`config.mk`:
```
export PLATFORM = sky130hd
export DESIGN_NAME = multicycle_control
export DESIGN_NICKNAME = d
export VERILOG_FILES = /design/src/rtl/multicycle_control.sv
export SDC_FILE = /design/constraint.sdc
export NUM_CORES = 1
export LEC_CHECK = 0
export ABC_AREA = 0
export CORE_UTILIZATION = 40
export CTS_CLUSTER_DIAMETER = 100
export DETAILED_ROUTE_END_ITERATION = 10
export HOLD_SLACK_MARGIN = 0.12
export PLACE_DENSITY = 0.83
export SYNTH_ARGS = -nofsm -noshare
export SYNTH_HDL_FRONTEND = slang
export SYNTH_SLANG_ARGS = --single-unit
```
`constraint.sdc`:
```
create_clock -name clk -period 4.4 [get_ports clk]
set_clock_uncertainty 0.1 [all_clocks]
set_input_delay 0.88 -clock clk [delete_from_list [all_inputs] [get_ports clk]]
set_output_delay 0.88 -clock clk [all_outputs]
set_load 0.01 [all_outputs]
```
`src/rtl/multicycle_control.sv`:
```
// Main sequencing FSM for the multicycle CPU: fetch/decode/execute/memory/writeback
// with a memory ready handshake. Optional andi/ori support under `LOGICAL_IMM_EN.
module multicycle_control (
   input  logic       clk,
   input  logic       reset_n,
   input  logic [5:0] opcode,
   input  logic       zero,
   input  logic       mem_ready,
   output logic       pc_write,
   output logic       pc_write_cond,
   output logic       ir_write,
   output logic       reg_write,
   output logic       mem_read,
   output logic       mem_write,
   output logic       iord,
   output logic       mem_to_reg,
   output logic       reg_dst,
   output logic       alu_src_a,
   output logic [1:0] alu_src_b,
   output logic [2:0] alu_op,
   output logic [1:0] pc_source,
   output logic       ext_op,
   output logic       illegal,
   output logic [3:0] state
);

   localparam int unsigned OP_W = 6;
   localparam int unsigned ST_W = 4;

   localparam logic [OP_W-1:0] OP_R    = 6'b000000;
   localparam logic [OP_W-1:0] OP_LW   = 6'b100011;
   localparam logic [OP_W-1:0] OP_SW   = 6'b101011;
   localparam logic [OP_W-1:0] OP_BEQ  = 6'b000100;
   localparam logic [OP_W-1:0] OP_J    = 6'b000010;
   localparam logic [OP_W-1:0] OP_ADDI = 6'b001000;
   localparam logic [OP_W-1:0] OP_ANDI = 6'b001100;
   localparam logic [OP_W-1:0] OP_ORI  = 6'b001101;

`ifdef LOGICAL_IMM_EN
   localparam logic LOGIC_EN = 1'b1;
`else
   localparam logic LOGIC_EN = 1'b0;
`endif

   localparam logic [1:0] SRCB_REG  = 2'b00;
   localparam logic [1:0] SRCB_FOUR = 2'b01;
   localparam logic [1:0] SRCB_IMM  = 2'b10;
   localparam logic [1:0] SRCB_IMM2 = 2'b11;

   localparam logic [2:0] ALU_ADD   = 3'b000;
   localparam logic [2:0] ALU_SUB   = 3'b001;
   localparam logic [2:0] ALU_FUNCT = 3'b010;
   localparam logic [2:0] ALU_AND   = 3'b011;
   localparam logic [2:0] ALU_OR    = 3'b100;

   localparam logic [1:0] PCSRC_ALU  = 2'b00;
   localparam logic [1:0] PCSRC_OUT  = 2'b01;
   localparam logic [1:0] PCSRC_JUMP = 2'b10;

   typedef enum logic [ST_W-1:0] {
      S_FETCH  = 4'd0,
      S_DECODE = 4'd1,
      S_MEMADR = 4'd2,
      S_MEMRD  = 4'd3,
      S_MEMWB  = 4'd4,
      S_MEMWR  = 4'd5,
      S_EXEC   = 4'd6,
      S_ALUWB  = 4'd7,
      S_BRANCH = 4'd8,
      S_JUMP   = 4'd9,
      S_IEXEC  = 4'd10,
      S_IWB    = 4'd11
   } state_t;

   state_t r_state;
   state_t w_next;

   logic       w_is_andi;
   logic       w_is_ori;
   logic       w_pc_write;
   logic       w_pc_write_cond;
   logic       w_ir_write;
   logic       w_reg_write;
   logic       w_mem_read;
   logic       w_mem_write;
   logic       w_iord;
   logic       w_mem_to_reg;
   logic       w_reg_dst;
   logic       w_alu_src_a;
   logic [1:0] w_alu_src_b;
   logic [2:0] w_alu_op;
   logic [1:0] w_pc_source;
   logic       w_illegal;
   logic       w_ext_op;

   // Branch resolution happens in the datapath (pc_write_cond & zero).
   logic w_unused_zero;
   assign w_unused_zero = zero;

   assign w_is_andi = LOGIC_EN & (opcode == OP_ANDI);
   assign w_is_ori  = LOGIC_EN & (opcode == OP_ORI);
   assign w_ext_op  = ~(w_is_andi | w_is_ori);

   always_ff @(posedge clk or negedge reset_n) begin
      if (!reset_n) begin
         r_state <= S_FETCH;
      end else begin
         r_state <= w_next;
      end
   end

   always_comb begin
      w_next          = r_state;
      w_pc_write      = 1'b0;
      w_pc_write_cond = 1'b0;
      w_ir_write      = 1'b0;
      w_reg_write     = 1'b0;
      w_mem_read      = 1'b0;
      w_mem_write     = 1'b0;
      w_iord          = 1'b0;
      w_mem_to_reg    = 1'b0;
      w_reg_dst       = 1'b0;
      w_alu_src_a     = 1'b0;
      w_alu_src_b     = SRCB_REG;
      w_alu_op        = ALU_ADD;
      w_pc_source     = PCSRC_ALU;
      w_illegal       = 1'b0;

      case (r_state)
         S_FETCH: begin
            w_mem_read  = 1'b1;
            w_alu_src_b = SRCB_FOUR;
            w_ir_write  = mem_ready;
            w_pc_write  = mem_ready;
            if (mem_ready) begin
               w_next = S_DECODE;
            end
         end
         S_DECODE: begin
            w_alu_src_b = SRCB_IMM2;
            if ((opcode == OP_LW) || (opcode == OP_SW)) begin
               w_next = S_MEMADR;
            end else if (opcode == OP_R) begin
               w_next = S_EXEC;
            end else if (opcode == OP_BEQ) begin
               w_next = S_BRANCH;
            end else if (opcode == OP_J) begin
               w_next = S_JUMP;
            end else if ((opcode == OP_ADDI) || w_is_andi || w_is_ori) begin
               w_next = S_IEXEC;
            end else begin
               w_next    = S_FETCH;
               w_illegal = 1'b1;
            end
         end
         S_MEMADR: begin
            w_alu_src_a = 1'b1;
            w_alu_src_b = SRCB_IMM;
            w_next      = (opcode == OP_SW) ? S_MEMWR : S_MEMRD;
         end
         S_MEMRD: begin
            w_iord     = 1'b1;
            w_mem_read = 1'b1;
            if (mem_ready) begin
               w_next = S_MEMWB;
            end
         end
         S_MEMWB: begin
            w_reg_write  = 1'b1;
            w_mem_to_reg = 1'b1;
            w_next       = S_FETCH;
         end
         S_MEMWR: begin
            w_iord      = 1'b1;
            w_mem_write = 1'b1;
            if (mem_ready) begin
               w_next = S_FETCH;
            end
         end
         S_EXEC: begin
            w_alu_src_a = 1'b1;
            w_alu_op    = ALU_FUNCT;
            w_next      = S_ALUWB;
         end
         S_ALUWB: begin
            w_reg_write = 1'b1;
            w_reg_dst   = 1'b1;
            w_next      = S_FETCH;
         end
         S_BRANCH: begin
            w_alu_src_a     = 1'b1;
            w_alu_op        = ALU_SUB;
            w_pc_write_cond = 1'b1;
            w_pc_source     = PCSRC_OUT;
            w_next          = S_FETCH;
         end
         S_JUMP: begin
            w_pc_write  = 1'b1;
            w_pc_source = PCSRC_JUMP;
            w_next      = S_FETCH;
         end
         S_IEXEC: begin
            w_alu_src_a = 1'b1;
            w_alu_src_b = SRCB_IMM;
            if (w_is_andi) begin
               w_alu_op = ALU_AND;
            end else if (w_is_ori) begin
               w_alu_op = ALU_OR;
            end
            w_next = S_IWB;
         end
         S_IWB: begin
            w_reg_write = 1'b1;
            w_next      = S_FETCH;
         end
         default: begin
            w_next = S_FETCH;
         end
      endcase
   end

   // Hold every output quiet while reset is asserted, regardless of opcode or mem_ready.
   assign pc_write      = reset_n & w_pc_write;
   assign pc_write_cond = reset_n & w_pc_write_cond;
   assign ir_write      = reset_n & w_ir_write;
   assign reg_write     = reset_n & w_reg_write;
   assign mem_read      = reset_n & w_mem_read;
   assign mem_write     = reset_n & w_mem_write;
   assign iord          = reset_n & w_iord;
   assign mem_to_reg    = reset_n & w_mem_to_reg;
   assign reg_dst       = reset_n & w_reg_dst;
   assign alu_src_a     = reset_n & w_alu_src_a;
   assign alu_src_b     = reset_n ? w_alu_src_b : SRCB_REG;
   assign alu_op        = reset_n ? w_alu_op : ALU_ADD;
   assign pc_source     = reset_n ? w_pc_source : PCSRC_ALU;
   assign illegal       = reset_n & w_illegal;
   assign ext_op        = ~reset_n | w_ext_op;
   assign state         = ST_W'(r_state);

endmodule

```
==> out/results.ini <==
[sta]
hold_viol_final = 0
setup_viol = 0
fin_crit_ns = 3.521
tns_ns = 0
fin_ws_ns = 0.8788
slew_headroom = 0.6482
worstMarginPinSlew_ns = 0.5278
slew_viol_final = 0
fmax_mhz = 284.0
rsz0062_at_grt = no
period_share = 0.8003

[cells_and_area]
stdcell_count = 127
fill_cells = 125
largest_reg_flops = 4
n_antenna_cell = 0
seq_area_um2 = 100.1
drive_gt1_frac = 0.06250
num-nets-final = 124
final_cell_area_um2 = 857.1
final_util = 0.6426
multi_input_area_um2 = 410.4
area_growth_pct = 46.68

[clock_tree]
path_clk_slew_ns = 0.04
cts_sinks = 4
clock_latency_ns = 0.24
max-clock-path-buffers = 2
hold_buffers = 0
cts-root-buf = clkbuf_4
cts_setup_buffers = 0
cts_buffers = 3
cts-htree-levels = 1
post_cts_resized = 0
tritoncts = yes

[placement]
place.gp.congestion = 0.8535
dp_hpwl_um = 1128
dp_slack_ns = 0.8830
dp_cells = 124
placed_area_um2 = 834.6
port_buffers = 29

[synth]
ys_seq_elements = 4
synthDistinctLibCells = 35
synthCells = 88
synth-compound-area-share = 0.1991
synth_area_um2 = 584.3
synth_xor_area_frac = 0.02998
ys_seq_area_frac = 0.1713
synthAdderAreaFrac = 0
yosys.area_share.simple = 0.4604
synthMuxAreaShare = 0
syn_nets = 98
avgSynthCellArea_um2 = 6.640
yosysWarnings = 0
synth_top_family_by_area = simple AND/OR/NAND/NOR gates

[drt]
first_iter_violations = 10
via_count = 703
viasPerCell = 5.535
detail-route-antenna-nets = 0
drt_wl_total_um = 1491
dr.pass1.iters = 4
wl_per_cell_um = 11.74
drcViolationCount = 0

[floorplanning]
core_region_area_um2 = 1334
ios = 33
initial_core_util = 0.4381
die_y_um = 40.22
dieArea_um2 = 1618
die_x_um = 40.22
rows = 13

[global_routing]
grt_max_degree = 18
grt_pass1_wl_um = 2187
overflow = 0
grt_pass1_vias = 504
antenna_found_initial = 0
grt.total_usage = 0.2062

[job]
drv_cap = 0

[hold_path]
min_path_type = reg2reg

[worst_setup_path]
crit_path_max_fanout = 9
crit_type = in2out
required_ns = 3.42
arrival_ns = 2.54
crit_path_start_kind = input pin
worst_setup_path_end_kind = output pin

[power]
p_leak_nw = 0.3302
cellPowerDensity_nw_per_um2 = 401.7
vdd_drop_max_uv = 214.8

[status]
status = finished clean

kinds of logic after synthesis:
logic type | Yosys count
XOR/XNOR | 2
AND/OR/NAND/NOR | 52
AO/OA/AOI/OAI | 17
other | 2
flip-flops | 4
buffers and inverters | 11
synth_stat cells (all sizes together):
| master | n | area (um2) |
|---|---|---|
| xor2 | 1 | 8.760 |
| conb | 2 | 7.510 |
| and4 | 1 | 8.760 |
| o21ai | 5 | 25.02 |
| o2111ai | 1 | 8.760 |
| o22ai | 1 | 6.260 |
| and4bb | 1 | 16.27 |
| and2b | 1 | 7.510 |
| nand3 | 3 | 15.01 |
| buf | 8 | 62.56 |
| nand2 | 12 | 45.04 |
| or2 | 1 | 6.260 |
| nand4 | 1 | 6.260 |
| o21a | 1 | 7.510 |
| nor2b | 1 | 6.260 |
| a221oi | 1 | 15.01 |
| nor4 | 1 | 6.260 |
| or3 | 2 | 12.51 |
| nor3 | 3 | 15.01 |
| nand2b | 4 | 25.02 |
| a21oi | 3 | 15.01 |
| nand3b | 1 | 7.510 |
| clkbuf | 1 | 3.750 |
| inv | 2 | 7.510 |
| dfrtp | 4 | 100.1 |
| xnor2 | 1 | 8.760 |
| nor4b | 2 | 23.77 |
| a211oi | 2 | 15.01 |
| a32oi | 1 | 8.760 |
| nor2 | 18 | 67.56 |
| a31oi | 1 | 6.260 |
| a211o | 1 | 8.760 |
layer usage:
layer	share of wire	vias to the layer above	global-route usage
met5	0	-	0
met4	0.024	0	0.1250
met3	0.057	5	0.05000
met2	0.49	34	0.3548
met1	0.43	310	0.2259
li1	-	354	-
stage by stage:
stage | hold slack [ns] | power, mW
2_1_floorplan | 0.4844 | 0.2198
3_3_place_gp | 0.6742 | 0.2905
3_5_place_dp | 0.6812 | 0.2955
4_1_cts | 0.6912 | 0.3440
5_1_grt | 0.7437 | 0.3700
6_report | 0.7028 | 0.3443
path summary, 6_finish.rpt:
check / start / endpoint / slack, ns / cells past startpoint
min in group asynchronous: reset_n / state[0]$_DFFE_PN0P_ / 0.83 / 2
hold reg to reg: state[3]$_DFFE_PN0P_ / state[0]$_DFFE_PN0P_ / 0.70 / 2
setup / recovery: reset_n / mem_to_reg / 0.88 / 7
max in group asynchronous: reset_n / state[1]$_DFFE_PN0P_ / 3.24 / 2
hold / removal: state[3]$_DFFE_PN0P_ / state[0]$_DFFE_PN0P_ / 0.70 / 2
setup reg to reg: state[2]$_DFFE_PN0P_ / state[0]$_DFFE_PN0P_ / 2.67 / 4
layout by cell type (no fill, tap or decap), drive strengths merged, types with 2 or more instances in the layout:
master	count
nor2	18
inv	2
a211oi	2
nor3	3
clkbuf	3
nand3	3
or3	2
clkdlybuf4s50	29
a21oi	3
nand2	12
nor4b	2
dfrtp	4
nand2b	4
conb	2
o21ai	5
power breakdown:
group | switching (mW) | internal (mW) | leakage, nW | total [mW]
sequential | 0.0385 | 0.0471 | 0.0537 | 0.0855
clock | 0.0167 | 0.0306 | 0.0138 | 0.0474
combinational | 0.0977 | 0.114 | 0.263 | 0.211
critical path, stage by stage:
cell and delay, ns:
clkdlybuf4s50_1 0.46, buf_4 0.17, inv_1 0.09, nor2_1 0.14
nand2_1 0.13, nor2_1 0.13, clkdlybuf4s50_1 0.54
cell type report:
class                           count  share of cell area
Inverter                            2            0.008759
Timing Repair Buffer               30              0.3474
Sequential cell                     4              0.1168
Clock buffer                        3             0.02628
Tap cell                           15             0.02190
Multi-Input combinational cell     73              0.4788
(Power assumes the default switching activity.)
